==> src/rtl/output_sram_dma_reader_if.sv <==
// Bundles the output-SRAM DMA read port and the DMA write stream.
// Latency: none; this file holds only wires.
// Backpressure: dma_wready from the slave stalls the master's stream.
interface output_sram_dma_reader_if #(
    parameter int NUM_BANKS = 32,
    parameter int ADDR_W    = 12,
    parameter int DATA_W    = 32
);
    // SRAM read-mux side: per-bank address, strobes and returned data
    logic [ADDR_W-1:0] output_SRAM_AB_DMA [0:NUM_BANKS-1];
    logic              output_SRAM_CEN_DMA;
    logic              output_SRAM_OEN_DMA;
    logic [DATA_W-1:0] output_SRAM_DO_DMA [0:NUM_BANKS-1];

    // DMA write stream toward external memory
    logic [DATA_W-1:0] dma_wdata;
    logic              dma_wvalid;
    logic              dma_wready;
    logic              dma_wlast;

    // The read engine drives addresses/strobes and the stream
    modport master (
        output output_SRAM_AB_DMA,
        output output_SRAM_CEN_DMA,
        output output_SRAM_OEN_DMA,
        input  output_SRAM_DO_DMA,
        output dma_wdata,
        output dma_wvalid,
        output dma_wlast,
        input  dma_wready
    );

    // The SRAM mux and the DMA channel sit on the other side
    modport slave (
        input  output_SRAM_AB_DMA,
        input  output_SRAM_CEN_DMA,
        input  output_SRAM_OEN_DMA,
        output output_SRAM_DO_DMA,
        input  dma_wdata,
        input  dma_wvalid,
        input  dma_wlast,
        output dma_wready
    );
endinterface

==> src/rtl/output_sram_dma_reader.sv <==
// Reads output-SRAM rows (all banks at once) into a line buffer and streams the words to DMA.
// Latency: 2 cycles per row before the first word; NUM_BANKS+2 cycles per row with wready high.
// Backpressure: dma_wready low freezes the stream (data/valid/last held); next row read waits for the last word.
module output_sram_dma_reader #(
    parameter int NUM_BANKS = 32,
    parameter int ADDR_W    = 12,
    parameter int DATA_W    = 32
) (
    input  logic                clk,
    input  logic                rst,
    input  logic                start,
    input  logic [ADDR_W-1:0]   start_addr,
    input  logic [ADDR_W:0]     row_count,
    output logic                busy,
    output logic                done,
    output_sram_dma_reader_if.master bus
);

    localparam int IDX_W = (NUM_BANKS > 1) ? $clog2(NUM_BANKS) : 1;
    localparam logic [IDX_W-1:0] LAST_IDX = IDX_W'(NUM_BANKS - 1);
    localparam logic [ADDR_W:0]  ONE_ROW  = (ADDR_W + 1)'(1);

    typedef enum logic [2:0] {
        S_IDLE    = 3'd0,
        S_READ    = 3'd1,
        S_CAPTURE = 3'd2,
        S_STREAM  = 3'd3,
        S_DONE    = 3'd4
    } state_t;

    state_t             state_q,     state_d;
    logic [ADDR_W-1:0]  row_ptr_q,   row_ptr_d;
    logic [ADDR_W:0]    rows_left_q, rows_left_d;
    logic [IDX_W-1:0]   word_idx_q,  word_idx_d;
    logic               busy_q,      busy_d;

    // One row worth of words, captured the cycle after the SRAM read
    logic [DATA_W-1:0]  line_q [0:NUM_BANKS-1];

    logic               handshake;
    logic               last_word;

    assign handshake = (state_q == S_STREAM) && bus.dma_wready;
    assign last_word = (word_idx_q == LAST_IDX);

    // State and counter registers; reset aborts any transfer in flight
    always_ff @(posedge clk or posedge rst) begin
        if (rst) begin
            state_q     <= S_IDLE;
            row_ptr_q   <= '0;
            rows_left_q <= '0;
            word_idx_q  <= '0;
            busy_q      <= 1'b0;
        end else begin
            state_q     <= state_d;
            row_ptr_q   <= row_ptr_d;
            rows_left_q <= rows_left_d;
            word_idx_q  <= word_idx_d;
            busy_q      <= busy_d;
        end
    end

    // Line buffer loads every bank's word while in CAPTURE (data is one cycle behind CEN)
    always_ff @(posedge clk or posedge rst) begin
        if (rst) begin
            for (int k = 0; k < NUM_BANKS; k++) begin
                line_q[k] <= '0;
            end
        end else if (state_q == S_CAPTURE) begin
            for (int k = 0; k < NUM_BANKS; k++) begin
                line_q[k] <= bus.output_SRAM_DO_DMA[k];
            end
        end
    end

    // Next-state and counter update logic
    always_comb begin
        state_d     = state_q;
        row_ptr_d   = row_ptr_q;
        rows_left_d = rows_left_q;
        word_idx_d  = word_idx_q;
        busy_d      = busy_q;
        case (state_q)
            S_IDLE: begin
                if (start) begin
                    if (row_count != '0) begin
                        row_ptr_d   = start_addr;
                        rows_left_d = row_count;
                        busy_d      = 1'b1;
                        state_d     = S_READ;
                    end else begin
                        // Empty transfer: report completion without touching the SRAM
                        state_d = S_DONE;
                    end
                end
            end
            S_READ: begin
                state_d = S_CAPTURE;
            end
            S_CAPTURE: begin
                word_idx_d = '0;
                state_d    = S_STREAM;
            end
            S_STREAM: begin
                if (handshake) begin
                    if (last_word) begin
                        word_idx_d = '0;
                        if (rows_left_q == ONE_ROW) begin
                            state_d = S_DONE;
                        end else begin
                            rows_left_d = rows_left_q - ONE_ROW;
                            // Row pointer wraps naturally at 2^ADDR_W
                            row_ptr_d   = row_ptr_q + 1'b1;
                            state_d     = S_READ;
                        end
                    end else begin
                        word_idx_d = word_idx_q + 1'b1;
                    end
                end
            end
            S_DONE: begin
                busy_d  = 1'b0;
                state_d = S_IDLE;
            end
            default: begin
                state_d = S_IDLE;
            end
        endcase
    end

    // Output decode: strobes, stream and status follow the current state
    always_comb begin
        bus.output_SRAM_CEN_DMA = 1'b1;
        bus.output_SRAM_OEN_DMA = 1'b1;
        bus.dma_wvalid          = 1'b0;
        bus.dma_wdata           = '0;
        bus.dma_wlast           = 1'b0;
        done                    = 1'b0;
        case (state_q)
            S_READ: begin
                bus.output_SRAM_CEN_DMA = 1'b0;
                bus.output_SRAM_OEN_DMA = 1'b0;
            end
            S_CAPTURE: begin
                bus.output_SRAM_OEN_DMA = 1'b0;
            end
            S_STREAM: begin
                bus.dma_wvalid = 1'b1;
                bus.dma_wdata  = line_q[word_idx_q];
                bus.dma_wlast  = last_word && (rows_left_q == ONE_ROW);
            end
            S_DONE: begin
                done = 1'b1;
            end
            default: begin
            end
        endcase
    end

    // Row pointer only moves when entering READ, so it doubles as the held bank address
    always_comb begin
        for (int k = 0; k < NUM_BANKS; k++) begin
            bus.output_SRAM_AB_DMA[k] = row_ptr_q;
        end
    end

    assign busy = busy_q;

endmodule

==> src/flat_wrapper.sv <==
// flat-port wrapper written by rule: the top's interface ports become plain ports
module output_sram_dma_reader_flat 
#(
    parameter int NUM_BANKS = 32,
    parameter int ADDR_W    = 12,
    parameter int DATA_W    = 32
)
  (clk, rst, start, start_addr, row_count, busy, done, bus_output_SRAM_AB_DMA, bus_output_SRAM_CEN_DMA, bus_output_SRAM_OEN_DMA, bus_output_SRAM_DO_DMA, bus_dma_wdata, bus_dma_wvalid, bus_dma_wlast, bus_dma_wready);
  output_sram_dma_reader_if #(.NUM_BANKS(NUM_BANKS), .ADDR_W(ADDR_W), .DATA_W(DATA_W)) bus_i ();
  input  logic clk;
  input  logic rst;
  input  logic start;
  input  logic [ADDR_W-1:0] start_addr;
  input  logic [ADDR_W:0] row_count;
  output logic busy;
  output logic done;
  output wire logic [$bits(bus_i.output_SRAM_AB_DMA)-1:0] bus_output_SRAM_AB_DMA;
  output wire logic [$bits(bus_i.output_SRAM_CEN_DMA)-1:0] bus_output_SRAM_CEN_DMA;
  output wire logic [$bits(bus_i.output_SRAM_OEN_DMA)-1:0] bus_output_SRAM_OEN_DMA;
  input wire logic [$bits(bus_i.output_SRAM_DO_DMA)-1:0] bus_output_SRAM_DO_DMA;
  output wire logic [$bits(bus_i.dma_wdata)-1:0] bus_dma_wdata;
  output wire logic [$bits(bus_i.dma_wvalid)-1:0] bus_dma_wvalid;
  output wire logic [$bits(bus_i.dma_wlast)-1:0] bus_dma_wlast;
  input wire logic [$bits(bus_i.dma_wready)-1:0] bus_dma_wready;
  assign bus_output_SRAM_AB_DMA = {>>{bus_i.output_SRAM_AB_DMA}};
  assign bus_output_SRAM_CEN_DMA = bus_i.output_SRAM_CEN_DMA;
  assign bus_output_SRAM_OEN_DMA = bus_i.output_SRAM_OEN_DMA;
  assign bus_i.output_SRAM_DO_DMA = {>>{bus_output_SRAM_DO_DMA}};
  assign bus_dma_wdata = bus_i.dma_wdata;
  assign bus_dma_wvalid = bus_i.dma_wvalid;
  assign bus_dma_wlast = bus_i.dma_wlast;
  assign bus_i.dma_wready = bus_dma_wready;
  output_sram_dma_reader #(.NUM_BANKS(NUM_BANKS), .ADDR_W(ADDR_W), .DATA_W(DATA_W)) u_core (.clk(clk), .rst(rst), .start(start), .start_addr(start_addr), .row_count(row_count), .busy(busy), .done(done), .bus(bus_i));
endmodule
==> config.mk <==
export PLATFORM = sky130hd
export DESIGN_NAME = output_sram_dma_reader_flat
export DESIGN_NICKNAME = d
export VERILOG_FILES = /design/src/rtl/output_sram_dma_reader_if.sv /design/src/rtl/output_sram_dma_reader.sv /design/src/flat_wrapper.sv
export SDC_FILE = /design/constraint.sdc
export NUM_CORES = 2
export LEC_CHECK = 0
export CAP_MARGIN = 20
export CORE_AREA = 2 2 575 577
export CTS_CLUSTER_SIZE = 12
export DETAILED_ROUTE_END_ITERATION = 12
export DIE_AREA = 0 0 577 579
export PLACE_DENSITY = 0.37
export SLEW_MARGIN = 20
export SYNTH_ARGS = -nofsm -noshare
export SYNTH_HDL_FRONTEND = slang
export SYNTH_SLANG_ARGS = --single-unit
export TNS_END_PERCENT = 50
==> constraint.sdc <==
create_clock -name clk -period 40.8 [get_ports clk]
set_input_delay 8.16 -clock clk [delete_from_list [all_inputs] [get_ports clk]]
set_output_delay 8.16 -clock clk [all_outputs]
set_load 0.005 [all_outputs]
==> results.md <==
- Initial Utilization: 0.155
- PortBufs: 1474
- Achievable Freq: 65.9 MHz
- Count of final hold-check violations: 0
- Max incr delay on CP: 0.91 ns
- FFs w/ async S/R, synth: 1.00
- Core area: 329000 µm²
- Via count: 35100
- WL final: 268000 µm
- Antenna-violating nets left: 0
- Startpoint Class: flip-flop
- Slew @ Worst Pin: 1.10 ns
- Die Wd: 577 µm
- Endpoints failing setup: 0
- Max stage delay cell, worst path: dfrtp_4
- DRT iter0 DRCs: 1925
- Average instance area after synthesis: 14.7 µm²
- Pins Over Slew Limit: 0
- Synth Register Bits: 1058
- Largest net degree at the start of global routing: 169
- Wirelength per Cell: 29.4 µm
- Ratio of cells with drive above 1 in the final layout: 0.344
- R2r worst-path depth: 7
- Post-synth EDFFs: 0
- GP Congestion: 0.811
- Drc violations: 0
- Maxcap violations: 0
- CTS sink count: 1058
- Worst VDD drop: 0.0411 mV
- Root buffer cell: clkbuf_16
- Hold buffer count at cts: 0
- Global-route wire length before repair: 348000 µm
- Normalized max-slew margin: 0.265
- Worst R2R Setup Slack: 35.75 ns
- Antenna violations before repair: 241
- RSZ-0062 raised after global routing: no
- Finished Core Util: 0.222
- Skew final: 0.0757 ns
- Synth Instances: 3483
- CP required: 32.64 ns
- Total CTS buffers: 146
- Setup ws final: 25.62 ns
- Post-CTS Repair Setup Buffers: 0
- Die ar.: 334000 µm²
- Synth Net Count: 4541
- Post-route cell area: 73000 µm²
- # resized after CTS: 0
- Global-route track usage on met3: 0.0443
- Grt met2 use: 0.265
- Leading cell type in the layout, fill and taps excluded: clkdlybuf4s50_1
- GRT Overall Usage: 0.155
- FILL cells: 34800
- Max Root-Sink Buffers: 4
- Final HPWL DP: 212000 µm
- Top Ports: 1475
- Met1 Use GR: 0.189
- Die Y: 579 µm
- Worst path cell trace: buf_4 > buf_12 > buf_4 > buf_4 > mux4_2 > a22o_1 > nor4_2 > buf_4 > a211oi_1 > clkdlybuf4s50_1
- Crit path kind: flip-flop to output pin
- Commonest cells after routing, fill and taps aside: 1474 x clkdlybuf4s50_1, 1056 x mux2_2, 1050 x dfrtp_1
- Final setup TNS: 0 ns
- Minimum clock period: 15.18 ns
- WP data arrival: 7.02 ns
- Syn-to-layout area delta: 42.9%
- Reg2Reg Launch Point: u_core.state_q[2]$_DFFE_PP0P_
- Cell Pwr Density: 85.7 nW/µm²
- CTS tree: built
- Later-pin clock latency in the skew report: 0.85 ns
- Critical path origin: u_core.word_idx_q[0]$_DFFE_PP0P_
- Synth cell types: 51
- Drt via density: 3.85
- Fin crit share: 0.372
- DRT Pass-1 Iters: 5
- Post-Syn Area: 51100 µm²
- Most used routing layer: met2
- Area leader, netlist: dfrtp_1
- Min-delay src: u_core.line_q[45]$_DFFE_PP0N_
- Final #Nets: 5648
- Worst r2r dst: u_core.line_q[984]$_DFFE_PP0N_
- YS warnings: 0
- Top post-synthesis cells by area: dfrtp_1 52%, mux2_2 23%, mux4_2 8.5%
- Hold Crit Class: flip-flop to flip-flop
- Most used cell, CP: buf_4
- Final Instance Count excl. Fillers: 9108
- DP Area: 68100 µm²
- Total gr overflow: 0
- Rows: 211
- Placed cells: 8808
- Clk slew on worst S/H paths: 0.06 ns
- Tot Pwr: 6.25 mW
- Minimum hold slack: 0.501 ns
- Share of the synthesized area in the top cell type: 0.518
- Main synth FF type: dfrtp_1
- Crit end category: output pin
- Crit path max fanout: 61
- Static Leak: 27.6 nW
- Seq/Total Area, Yosys: 0.518
- Status: finished, final reports clean
- H-tree levels: 4
- Vias in the first global route: 35900
- Post-place setup slack: 26.10 ns
- CP endpoint: bus_dma_wdata[18]
==> critical path: cells and delay by family (launching register included) <==
family	cells	cell delay (ns)
flip-flops	1	0.91
AO/OA/AOI/OAI	2	0.48
buffers and inverters	6	3.19
AND/OR/NAND/NOR	1	0.74
multiplexers	1	0.60
==> where the power goes <==
part / switching, mW / total [mW] / internal, mW / leakage [nW]
Sequential: 0.442 / 2.04 / 1.60 / 12.4
Combinational: 1.34 / 2.92 / 1.58 / 12.9
Clock: 0.539 / 1.29 / 0.750 / 2.31
Total: 2.32 / 6.25 / 3.93 / 27.6
==> registers in the layout (all words and copies together), names as in the netlist <==
name                cells
u_core.busy             1
u_core.line_q        1024
u_core.rows_left_q     13
u_core.state_q          3
u_core.row_ptr_q       12
u_core.word_idx_q       5
==> synth_stat cells, types with 24 or more instances <==
| cell | count |
|---|---|
| mux2i_1 | 161 |
| mux4_2 | 192 |
| a21oi_1 | 40 |
| o22ai_1 | 78 |
| buf_6 | 24 |
| buf_2 | 117 |
| nor4_1 | 28 |
| a22o_1 | 35 |
| clkbuf_1 | 49 |
| a211oi_1 | 25 |
| dfrtp_1 | 1058 |
| o21ai_0 | 48 |
| mux2_2 | 1056 |
| buf_4 | 405 |
| nand2_1 | 47 |
==> kinds of logic (layout without fill, tap and decap cells) <==
family,count (synthesis),count (layout),synth area share
compound gates,251,251,0.0323
flops,1058,1058,0.518
other cells,0,49,0
buf+inv,610,1820,0.0822
simple gates,150,150,0.0168
mux,1409,1409,0.349
fa+ha+maj,5,5,0.00123
==> worst min path at each step <==
| stage | to | slack, ns | cells past startpoint |
|---|---|---|---|
| global placement | u_core.line_q[38]$_DFFE_PP0N_ | 0.49 | 1 |
| detailed placement | u_core.line_q[112]$_DFFE_PP0N_ | 0.49 | 1 |
| CTS | u_core.line_q[319]$_DFFE_PP0N_ | 0.50 | 1 |
| global route | u_core.line_q[256]$_DFFE_PP0N_ | 0.51 | 1 |
| floorplan | u_core.line_q[32]$_DFFE_PP0N_ | 0.48 | 1 |
| finish | u_core.line_q[45]$_DFFE_PP0N_ | 0.50 | 1 |
==> final cells by class <==
| class | instances | area, µm² | area share |
|---|---|---|---|
| multi-input combinational | 1815 | 20700 | 0.283 |
| antenna | 49 | 123 | 0.00168 |
| clock buffer | 208 | 4220 | 0.0578 |
| clock inverter | 43 | 494 | 0.00677 |
| inverter | 9 | 42.5 | 0.000583 |
| tap | 4366 | 5460 | 0.0749 |
| timing repair buffer | 1560 | 15500 | 0.212 |
| sequential | 1058 | 26500 | 0.363 |
==> layer usage <==
layer / vias up / wire, µm
li1: 14800 / -
met1: 18200 / 110000
met2: 1507 / 130000
met3: 511 / 18500
met4: 98 / 8190
met5: - / 620
(Power assumes the default switching activity.)
